--- config.mk ---
export PLATFORM = sky130hd
export DESIGN_NAME = letter_scheduler
export DESIGN_NICKNAME = d
export VERILOG_FILES = /design/src/rtl/letter_sched_pkg.sv /design/src/rtl/letter_scheduler_match.sv /design/src/rtl/letter_scheduler.sv
export SDC_FILE = /design/constraint.sdc
export NUM_CORES = 1
export LEC_CHECK = 0
export CORE_MARGIN = 2
export CORE_UTILIZATION = 60
export CTS_CLUSTER_DIAMETER = 80
export CTS_CLUSTER_SIZE = 12
export DETAILED_ROUTE_END_ITERATION = 8
export PLACE_DENSITY = 0.89
export SETUP_SLACK_MARGIN = 0.02
export SKIP_LAST_GASP = 1
export SYNTH_ARGS = -nofsm -noshare
export SYNTH_HDL_FRONTEND = slang
export SYNTH_SLANG_ARGS = --single-unit
--- constraint.sdc ---
create_clock -name clk -period 28.5 [get_ports clk]
set_clock_uncertainty 0.2 [all_clocks]
set_input_delay 5.7 -clock clk [delete_from_list [all_inputs] [get_ports clk]]
set_output_delay 5.7 -clock clk [all_outputs]
set_load 0.05 [all_outputs]
--- src/rtl/letter_sched_pkg.sv ---
// Shared definitions for the falling-letter scheduler: FSM encoding,
// slot-record field widths, and the difficulty-level helper that is used
// only when LETTER_SCHED_LEVEL_EN is defined.
package letter_sched_pkg;

  typedef enum logic [1:0] {
    ST_IDLE  = 2'd0,
    ST_MOVE  = 2'd1,
    ST_SPAWN = 2'd2,
    ST_KEY   = 2'd3
  } state_t;

  localparam int CH_W  = 8;
  localparam int X_W   = 9;
  localparam int Y_W   = 10;
  localparam int SPD_W = 3;

  localparam int LEVEL_STEP  = 4;
  localparam int LEVEL_SHIFT = 4;
  localparam int LEVEL_FLOOR = 16;

  // A generator speed of zero would park a letter forever; promote it to 1.
  function automatic logic [SPD_W-1:0] clamp_speed(input logic [SPD_W-1:0] s);
    return (s == '0) ? SPD_W'(1) : s;
  endfunction

  // Spawn interval shrinks by LEVEL_STEP frames for every 16 hits, never
  // dropping below LEVEL_FLOOR.
  function automatic int level_interval(input int base, input logic [15:0] score);
    int iv;
    iv = base - LEVEL_STEP * int'(score >> LEVEL_SHIFT);
    if (iv < LEVEL_FLOOR) iv = LEVEL_FLOOR;
    return iv;
  endfunction

endpackage

--- src/rtl/letter_scheduler_match.sv ---
// Key matcher: among active slots whose letter equals key_ch, picks the one
// lowest on screen (largest x); equal x resolves to the lowest slot index.
// Purely combinational.
module letter_match
  import letter_sched_pkg::*;
#(
  parameter int SLOTS = 8
) (
  input  logic [SLOTS-1:0]         active,
  input  logic [SLOTS*CH_W-1:0]    ch_vec,
  input  logic [SLOTS*X_W-1:0]     x_vec,
  input  logic [CH_W-1:0]          key_ch,
  output logic                     found,
  output logic [$clog2(SLOTS)-1:0] target_idx
);

  localparam int IDX_W = $clog2(SLOTS);

  logic [X_W-1:0] best_x;

  // Linear scan; strict '>' keeps the earlier (lower) index on ties.
  always_comb begin
    found      = 1'b0;
    target_idx = '0;
    best_x     = '0;
    for (int i = 0; i < SLOTS; i++) begin
      if (active[i] && (ch_vec[i*CH_W +: CH_W] == key_ch) &&
          (!found || (x_vec[i*X_W +: X_W] > best_x))) begin
        found      = 1'b1;
        target_idx = IDX_W'(i);
        best_x     = x_vec[i*X_W +: X_W];
      end
    end
  end

endmodule

--- src/rtl/letter_scheduler.sv ---
// Falling-letter pool for the typing game. Each frame walks every slot
// (one per cycle) moving letters down and retiring misses, optionally spawns
// a letter, and services keypresses between frames.
// Optional feature macro: LETTER_SCHED_LEVEL_EN (score-driven spawn interval).
module letter_scheduler
  import letter_sched_pkg::*;
#(
  parameter int SLOTS          = 8,
  parameter int BOTTOM         = 480,
  parameter int SPAWN_INTERVAL = 60
) (
  input  logic                     clk,
  input  logic                     rst_n,
  input  logic                     frame_tick,
  input  logic [CH_W-1:0]          gen_ch,
  input  logic [SPD_W-1:0]         gen_speed,
  input  logic [Y_W-1:0]           gen_y,
  input  logic                     key_valid,
  input  logic [CH_W-1:0]          key_ch,
  input  logic [$clog2(SLOTS)-1:0] rd_idx,
  output logic                     rd_active,
  output logic [CH_W-1:0]          rd_ch,
  output logic [X_W-1:0]           rd_x,
  output logic [Y_W-1:0]           rd_y,
  output logic                     hit_pulse,
  output logic                     wrong_pulse,
  output logic                     miss_pulse,
  output logic [15:0]              score,
  output logic [7:0]               miss_count,
  output logic                     busy
);

  localparam int IDX_W = $clog2(SLOTS);

  state_t             state_reg, state_next;
  logic [IDX_W-1:0]   idx_reg;
  logic [15:0]        spawn_cnt_reg;
  logic               frame_pend_reg;
  logic               key_pend_reg;
  logic [CH_W-1:0]    key_ch_reg;
  logic [15:0]        score_reg;
  logic [7:0]         miss_count_reg;
  logic               hit_pulse_reg, wrong_pulse_reg, miss_pulse_reg;

  logic               slot_active_reg [SLOTS];
  logic [CH_W-1:0]    slot_ch_reg     [SLOTS];
  logic [X_W-1:0]     slot_x_reg      [SLOTS];
  logic [Y_W-1:0]     slot_y_reg      [SLOTS];
  logic [SPD_W-1:0]   slot_spd_reg    [SLOTS];

  logic [SLOTS-1:0]      active_vec;
  logic [SLOTS*CH_W-1:0] ch_vec;
  logic [SLOTS*X_W-1:0]  x_vec;

  logic               match_found;
  logic [IDX_W-1:0]   match_idx;
  logic               free_found;
  logic [IDX_W-1:0]   free_idx;
  logic [X_W:0]       move_sum;
  logic               move_retire;
  logic               last_slot;
  logic               spawn_due;
  logic               frame_req;
  logic               key_req;

  // Flatten the slot registers for the matcher.
  for (genvar gi = 0; gi < SLOTS; gi++) begin : g_flat
    assign active_vec[gi]              = slot_active_reg[gi];
    assign ch_vec[gi*CH_W +: CH_W]     = slot_ch_reg[gi];
    assign x_vec[gi*X_W +: X_W]        = slot_x_reg[gi];
  end

  letter_match #(.SLOTS(SLOTS)) u_match (
    .active     (active_vec),
    .ch_vec     (ch_vec),
    .x_vec      (x_vec),
    .key_ch     (key_ch_reg),
    .found      (match_found),
    .target_idx (match_idx)
  );

  // Lowest-index free slot for spawning (descending scan leaves the lowest).
  always_comb begin
    free_found = 1'b0;
    free_idx   = '0;
    for (int i = SLOTS - 1; i >= 0; i--) begin
      if (!slot_active_reg[i]) begin
        free_found = 1'b1;
        free_idx   = IDX_W'(i);
      end
    end
  end

  assign move_sum    = {1'b0, slot_x_reg[idx_reg]} + {{(X_W+1-SPD_W){1'b0}}, slot_spd_reg[idx_reg]};
  assign move_retire = move_sum >= (X_W+1)'(BOTTOM);
  assign last_slot   = (idx_reg == IDX_W'(SLOTS - 1));
  assign frame_req   = frame_tick | frame_pend_reg;
  assign key_req     = key_valid | key_pend_reg;

`ifdef LETTER_SCHED_LEVEL_EN
  // '>=' lets a lowered threshold trigger immediately if already passed.
  assign spawn_due = int'(spawn_cnt_reg) >= (level_interval(SPAWN_INTERVAL, score_reg) - 1);
`else
  assign spawn_due = (spawn_cnt_reg == 16'(SPAWN_INTERVAL - 1));
`endif

  // FSM state register.
  always_ff @(posedge clk or negedge rst_n) begin
    if (!rst_n) state_reg <= ST_IDLE;
    else        state_reg <= state_next;
  end

  // Next-state logic: frame work outranks a waiting key.
  always_comb begin
    state_next = state_reg;
    unique case (state_reg)
      ST_IDLE: begin
        if (frame_req)    state_next = ST_MOVE;
        else if (key_req) state_next = ST_KEY;
      end
      ST_MOVE: begin
        if (last_slot) state_next = spawn_due ? ST_SPAWN : ST_IDLE;
      end
      ST_SPAWN: state_next = ST_IDLE;
      ST_KEY:   state_next = ST_IDLE;
      default:  state_next = ST_IDLE;
    endcase
  end

  // Slot pool, latches, counters and one-cycle result pulses.
  always_ff @(posedge clk or negedge rst_n) begin
    if (!rst_n) begin
      idx_reg         <= '0;
      spawn_cnt_reg   <= '0;
      frame_pend_reg  <= 1'b0;
      key_pend_reg    <= 1'b0;
      key_ch_reg      <= '0;
      score_reg       <= '0;
      miss_count_reg  <= '0;
      hit_pulse_reg   <= 1'b0;
      wrong_pulse_reg <= 1'b0;
      miss_pulse_reg  <= 1'b0;
      for (int i = 0; i < SLOTS; i++) begin
        slot_active_reg[i] <= 1'b0;
        slot_ch_reg[i]     <= '0;
        slot_x_reg[i]      <= '0;
        slot_y_reg[i]      <= '0;
        slot_spd_reg[i]    <= '0;
      end
    end else begin
      hit_pulse_reg   <= 1'b0;
      wrong_pulse_reg <= 1'b0;
      miss_pulse_reg  <= 1'b0;

      // A tick seen in IDLE starts the frame directly; otherwise hold one.
      if (state_reg == ST_IDLE)
        frame_pend_reg <= 1'b0;
      else if (frame_tick)
        frame_pend_reg <= 1'b1;

      // The KEY cycle consumes the latch; a full latch drops new keys.
      if (state_reg == ST_KEY) begin
        key_pend_reg <= 1'b0;
      end else if (key_valid && !key_pend_reg) begin
        key_pend_reg <= 1'b1;
        key_ch_reg   <= key_ch;
      end

      unique case (state_reg)
        ST_IDLE: idx_reg <= '0;
        ST_MOVE: begin
          idx_reg <= idx_reg + 1'b1;
          if (slot_active_reg[idx_reg]) begin
            if (move_retire) begin
              slot_active_reg[idx_reg] <= 1'b0;
              miss_pulse_reg           <= 1'b1;
              if (miss_count_reg != 8'hFF) miss_count_reg <= miss_count_reg + 8'd1;
            end else begin
              slot_x_reg[idx_reg] <= move_sum[X_W-1:0];
            end
          end
          if (last_slot) begin
            if (spawn_due) spawn_cnt_reg <= '0;
            else           spawn_cnt_reg <= spawn_cnt_reg + 16'd1;
          end
        end
        ST_SPAWN: begin
          if (free_found) begin
            slot_active_reg[free_idx] <= 1'b1;
            slot_ch_reg[free_idx]     <= gen_ch;
            slot_x_reg[free_idx]      <= '0;
            slot_y_reg[free_idx]      <= gen_y;
            slot_spd_reg[free_idx]    <= clamp_speed(gen_speed);
          end
        end
        ST_KEY: begin
          if (match_found) begin
            slot_active_reg[match_idx] <= 1'b0;
            hit_pulse_reg              <= 1'b1;
            if (score_reg != 16'hFFFF) score_reg <= score_reg + 16'd1;
          end else begin
            wrong_pulse_reg <= 1'b1;
          end
        end
        default: ;
      endcase
    end
  end

  assign rd_active   = slot_active_reg[rd_idx];
  assign rd_ch       = slot_ch_reg[rd_idx];
  assign rd_x        = slot_x_reg[rd_idx];
  assign rd_y        = slot_y_reg[rd_idx];
  assign hit_pulse   = hit_pulse_reg;
  assign wrong_pulse = wrong_pulse_reg;
  assign miss_pulse  = miss_pulse_reg;
  assign score       = score_reg;
  assign miss_count  = miss_count_reg;
  assign busy        = (state_reg != ST_IDLE);

endmodule
==> results.yml, run 1 <==
worst_setup_path:
  crit_type: "flip-flop to flip-flop"
  reg2reg_from: "key_ch_reg[5]"
  crit_top_cell: "ha_1"
  crit_fanout: 22
  reg2reg_slack_ns: 11.71
  worstSetupPathDepth: 61
  crit_required_ns: 28.77
  crit_start: "key_ch_reg[5]"
  critPathBufInv: 3
  cpMaxStageDelayCell: "nor4b_1"
  startpoint_type: "flip-flop"
  reg2reg_depth: 61
  worst_ep_arrival_time_ns: 17.06
  cp-endpoint: "active_vec[4]"
  worst_path_dominant_cell_family: "compound AO/OA/AOI/OAI gates"
  rr_endpoint: "active_vec[4]"
  cp_slowest_stage_delay_ns: 0.91
  end_kind: "flip-flop"
synthesis:
  syn-num-nets: 1760
  async_flop_share: 1.00
  muxShareOfSynthArea: 0.187
  synth.distinct_cells: 77
  syn_inst: 1652
  synth.avg_cell_area_sq_um: 10.9
  synth_top_family_by_area: "multiplexers"
  synth.yosys.seq_area_share: 0.426
  synth_fa_ha_area_frac: 0.0505
  yosysWarnings: 0
  synth_edf_count: 0
  synth_ff_type: "dfrtp_1"
  ys_seq_elements: 306
  synth_compound_area_frac: 0.122
  synth_xor_area_frac: 0.0502
  yosys.area_share.simple: 0.137
  synth.cell_area_sq_um: 18000
routing:
  firstDrtPassIters: 6
  wl_per_cell_microns: 25.7
  drc: 0
  dr_total_vias: 14500
  ant_nets: 0
  via_per_inst: 6.92
  drt-initial-drc-count: 1952
  wl_microns: 53900
pwr:
  power_density_nw_per_um2: 76.6
  p_leak_nw: 8.55
  vdd_drop_max_uv: 56.5
floorplan:
  start_util: 0.608
  fp-row-count: 63
  io_pins: 92
  chipWidth_microns: 177
  die_area_sq_um: 31400
  die_h_microns: 177
  core-area_sq_um: 29600
global_route:
  grt_use_total: 0.351
  grt_pass1_wl_microns: 84100
  antenna_found_initial: 1
  grt_start_max_net_pins: 191
  grt_pass1_vias: 14800
  grt.overflow.total: 0
place:
  place_ws_ns: 12.14
  io_buffer_count: 91
  dp_hpwl_microns: 36700
  place.gp.congestion: 1.00
  dpl.cell_count: 2068
run_status:
  status: "finished, final reports clean"
cts:
  cts-htree-levels: 1
  clk_pin_slew_ns: 0.06
  cts_setup_buffers: 0
  cts-hold-fix-buffers: 0
  cts_resized: 0
  root_buffer: "clkbuf_16"
  clock_latency_ns: 0.58
  cts_buffers: 29
  clock_path_buffers: 3
  clkSinkCount: 306
  cts_tree: "built"
sta:
  post-route-period-util: 0.589
  slew_viol_final: 0
  tightest_slew_ns: 1.23
  setup_viol: 0
  tns_ns: 0
  grt_setup_unrepaired: "no"
  hold_viol_final: 0
  period_minus_slack_ns: 16.79
  slew_headroom: 0.173
  max_freq_mhz: 59.5
  layout_setup_ws_ns: 11.71
layout:
  nNetsFinal: 1817
  stdcell_count: 2102
  area_growth_pct: 11.3
  layout-drive-gt1-share: 0.173
  post-route-util: 0.677
  largest_register_ffs: 80
min_path:
  hold_path.class: "flip-flop to flip-flop"
flow_run:
  max_cap_violations: 0
[per-stage QoR]
stage / hold WS [ns] / power, W / area [sq um]
6_report: 0.279 / 0.00153 / 20000
5_1_grt: 0.299 / 0.00160 / 20000
4_1_cts: 0.280 / 0.00152 / 20000
3_5_place_dp: 0.262 / 0.00116 / 19200
3_3_place_gp: 0.253 / 0.00114 / 19200
2_1_floorplan: 0.240 / 0.000971 / 18000
[power by group]
| group | internal [W] | switching (W) |
|---|---|---|
| combinational | 0.000243 | 0.000353 |
| sequential | 0.000483 | 0.000103 |
| clock | 0.000192 | 0.000160 |
[routing by layer]
layer,share of wire,up-vias,GRT usage,wire (microns)
met1,0.37,7127,0.455,20100
met4,0.062,0,0.185,3330
met5,0,-,0,0
met3,0.094,288,0.0625,5080
li1,-,6145,-,-
met2,0.47,986,0.566,25500
[worst min-delay path by stage]
stage | start | end | slack (ns) | depth (start not counted)
finish | spawn_cnt_reg[15] | spawn_cnt_reg[15] | 0.28 | 1
floorplan | slot_y_reg[0] | slot_y_reg[0] | 0.24 | 2
global route | spawn_cnt_reg[15] | spawn_cnt_reg[15] | 0.30 | 1
global placement | slot_y_reg[5] | slot_y_reg[5] | 0.25 | 2
detailed placement | slot_y_reg[36] | slot_y_reg[36] | 0.26 | 2
CTS | slot_y_reg[2] | slot_y_reg[2] | 0.28 | 2
[cell families (layout without fill, tap and decap cells)]
logic type / count (synthesis) / after routing
AO/OA/AOI/OAI: 286 / 286
XOR/XNOR: 103 / 103
adder cells (fa/ha/maj): 72 / 72
buffers and inverters: 123 / 182
flip-flops: 306 / 306
multiplexers: 236 / 236
other: 0 / 1
AND/OR/NAND/NOR: 526 / 526
[synthesized netlist by cell type, types with 10 or more instances]
cell type  count  area, sq um
a211o_1       10         87.6
a21o_1        20          150
a21oi_1       38          190
a22o_1        81          709
a22oi_1       13         97.6
a31oi_1       15         93.8
and2_1        15         93.8
and3_1        13         81.3
buf_1         17         63.8
buf_2         16         80.1
clkbuf_1      54          203
dfrtp_1      306         7660
ha_1          71          888
inv_1         31          116
mux2_2       144         1620
mux2i_1       25          250
mux4_2        65         1460
nand2_1      268         1010
nand2b_1      12         75.1
nand3_1       39          195
nand4_1       27          169
nor2_1        58          218
nor2b_1       13         81.3
nor3_1        36          180
o21ai_0       38          190
xnor2_1       74          648
xor2_1        29          254
[layout make-up]
class	count	area (sq um)
multi-input cells	1223	9840
fillers	2124	9540
flip-flops and latches	306	7660
repair buffers	116	1110
clock buffers	31	743
well taps	390	488
inverters	33	124
clock inverters	2	50.0
diodes	1	2.50
[cell usage in the layout, fill, tap and decap left out, types with 25 or more instances in the layout]
cell             instances
dfrtp_1                305
nand2_1                268
mux2_2                 144
clkdlybuf4s50_1         88
a22o_1                  81
xnor2_1                 74
ha_1                    71
mux4_2                  65
nor2_1                  56
nand3_1                 39
a21oi_1                 38
o21ai_0                 38
nor3_1                  36
inv_1                   31
xor2_1                  29
clkbuf_16               29
nand4_1                 27
mux2i_1                 25
buf_4                   25
(Power assumes the default switching activity.)
==> inputs of run 2 (changes only) <==
--- a/config.mk
+++ b/config.mk
@@ -6,11 +6,11 @@
 export NUM_CORES = 1
 export LEC_CHECK = 0
 export CORE_MARGIN = 2
-export CORE_UTILIZATION = 60
+export CORE_UTILIZATION = 55
 export CTS_CLUSTER_DIAMETER = 80
 export CTS_CLUSTER_SIZE = 12
 export DETAILED_ROUTE_END_ITERATION = 8
-export PLACE_DENSITY = 0.89
+export PLACE_DENSITY = 0.86
 export SETUP_SLACK_MARGIN = 0.02
 export SKIP_LAST_GASP = 1
 export SYNTH_ARGS = -nofsm -noshare
==> constraint.sdc (replaced) <==
create_clock -name clk -period 14 [get_ports clk]
set_clock_uncertainty 0.2 [all_clocks]
set_input_delay 2.8 -clock clk [delete_from_list [all_inputs] [get_ports clk]]
set_output_delay 2.8 -clock clk [all_outputs]
set_load 0.05 [all_outputs]
==> run 2 against run 1 <==
Die area up 8.9%. Register-to-register slack worse by 11 ns. Via count up 1.9%. Critical endpoint is now active_vec[2]. Largest cell class unchanged.
==> results.yml, run 2 (synthesized netlist as in run 1, its figures left out) <==
layout:
  post-route-util: 0.639
  fin_area_sq_um: 20700
  nNetsFinal: 1864
  final_cell_mix: "dfrtp_1 (305), nand2_1 (268), mux2_2 (144)"
  layout-drive-gt1-share: 0.217
  largest_register_ffs: 80
  layout_commonest_cell: "dfrtp_1"
  area_growth_pct: 15.0
  antennaDiodeCount: 0
worst_setup_path:
  cp_slowest_stage_delay_ns: 0.41
  cpMaxStageDelayCell: "a2111oi_2"
  reg2reg_from: "key_ch_reg[5]"
  end_kind: "flip-flop"
  worst_ep_arrival_time_ns: 13.93
  crit_top_cell: "ha_1"
  crit_type: "flip-flop to flip-flop"
  startpoint_type: "flip-flop"
  crit_required_ns: 14.21
  worst_path_dominant_cell_family: "compound AO/OA/AOI/OAI gates"
  crit_fanout: 10
  critPathBufInv: 7
  crit_start: "key_ch_reg[5]"
sta:
  hold_ws_ns: 0.272
  tightest_slew_ns: 1.29
  hold_viol_final: 0
  slew_viol_final: 0
  max_freq_mhz: 72.9
  period_minus_slack_ns: 13.71
  setup_viol: 0
  slew_headroom: 0.135
  post-route-period-util: 0.980
place:
  place.gp.congestion: 1.01
  dp_hpwl_microns: 35300
  postPlaceCellArea_sq_um: 19500
  io_buffer_count: 91
cts:
  clk_pin_slew_ns: 0.06
  cts-htree-levels: 1
  cts_tree: "built"
  clkSinkCount: 306
  clock_path_buffers: 3
  cts_buffers: 30
  cts-hold-fix-buffers: 0
  clock_latency_ns: 0.57
  root_buffer: "clkbuf_16"
pwr:
  vdd_drop_max_uv: 110
  power_density_nw_per_um2: 154
  p_leak_nw: 8.84
global_route:
  grt.overflow.total: 0
  antenna_found_initial: 1
  grt_start_max_net_pins: 189
  grt_pass1_vias: 14800
  grt_use_total: 0.305
  grt_pass1_wl_microns: 81100
floorplan:
  fp-row-count: 66
  chipWidth_microns: 185
  start_util: 0.556
  core-area_sq_um: 32400
  die_h_microns: 185
  io_pins: 92
  die_area_sq_um: 34200
routing:
  wl_microns: 52500
  firstDrtPassIters: 8
  drt-initial-drc-count: 1811
  dr_total_vias: 14800
  ant_nets: 0
  via_per_inst: 6.73
  drc: 0
  wl_per_cell_microns: 23.8
flow_run:
  max_cap_violations: 0
min_path:
  hp-start: "slot_y_reg[34]"
  hold_path.class: "flip-flop to flip-flop"
run_status:
  status: "finished, final reports clean"
## run 2: cell types whose count changed in the layout (fill, tap and decap cells not counted), moves of 5 or more
cell     change
a31oi_2      +5
a22oi_1      -6
a22oi_2      +6
a31oi_1      -6
buf_4       +39
## run 2: worst reg2reg max path: cells and delay by family (launching register included)
family                     cells  cell delay, ns
xor gates and xnor gates       1            0.18
adders and majority gates      7            2.18
DFF                            1            0.39
buffers and inverters          7            1.19
and+or+nand+nor               17            2.94
AOI/OAI and AO/OA             31            6.51
## run 2: area by class of cell
type	count	area, sq um
inverter	33	124
clock buffer	33	762
timing repair buffer	160	1450
tap	442	553
sequential	306	7660
multi-input combinational	1225	10100
fill	2457	11700
clock inverter	3	36.3
## run 2: metal layers
metal,vias to the layer above,share of wire,track usage
li1,6267,-,-
met5,-,0,0
met2,933,0.46,0.486
met1,7334,0.38,0.395
met4,0,0.062,0.162
met3,289,0.096,0.0611
## run 2: through the flow
step | cells | worst slack (ns) | TNS (ns) | total power, W
6_report | 2202 | 0.287 | 0 | 0.00318
3_5_place_dp | 2142 | -0.371 | -1.41 | 0.00237
4_1_cts | 2178 | 0.0330 | 0 | 0.00309
2_1_floorplan | 1652 | 0.0869 | 0 | 0.00198
3_3_place_gp | 2142 | 0.298 | 0 | 0.00233
5_1_grt | 2202 | -0.263 | -1.41 | 0.00330
## run 2: worst paths after layout
| path | to | slack (ns) | cells after the start |
|---|---|---|---|
| setup / recovery | active_vec[2] | 0.29 | 63 |
| setup reg to reg | active_vec[2] | 0.29 | 63 |
| hold / removal | slot_y_reg[34] | 0.27 | 2 |
| max in group asynchronous | idx_reg[2] | 9.93 | 2 |
| hold reg to reg | slot_y_reg[34] | 0.27 | 2 |
| min in group asynchronous | spawn_cnt_reg[6] | 2.10 | 1 |
## run 2: timing repair
item	CTS	global route
gates cloned	0	3
setup buffers	0	21
endpoints found under the setup margin	8	8
resized for setup	5	53
hold endpoints to repair	0	0
pin swaps	0	14
## run 2: power breakdown
part | internal, W | switching, W | total (W)
clock | 0.000382 | 0.000335 | 0.000716
sequential | 0.000984 | 0.000174 | 0.00116
combinational | 0.000528 | 0.000777 | 0.00130
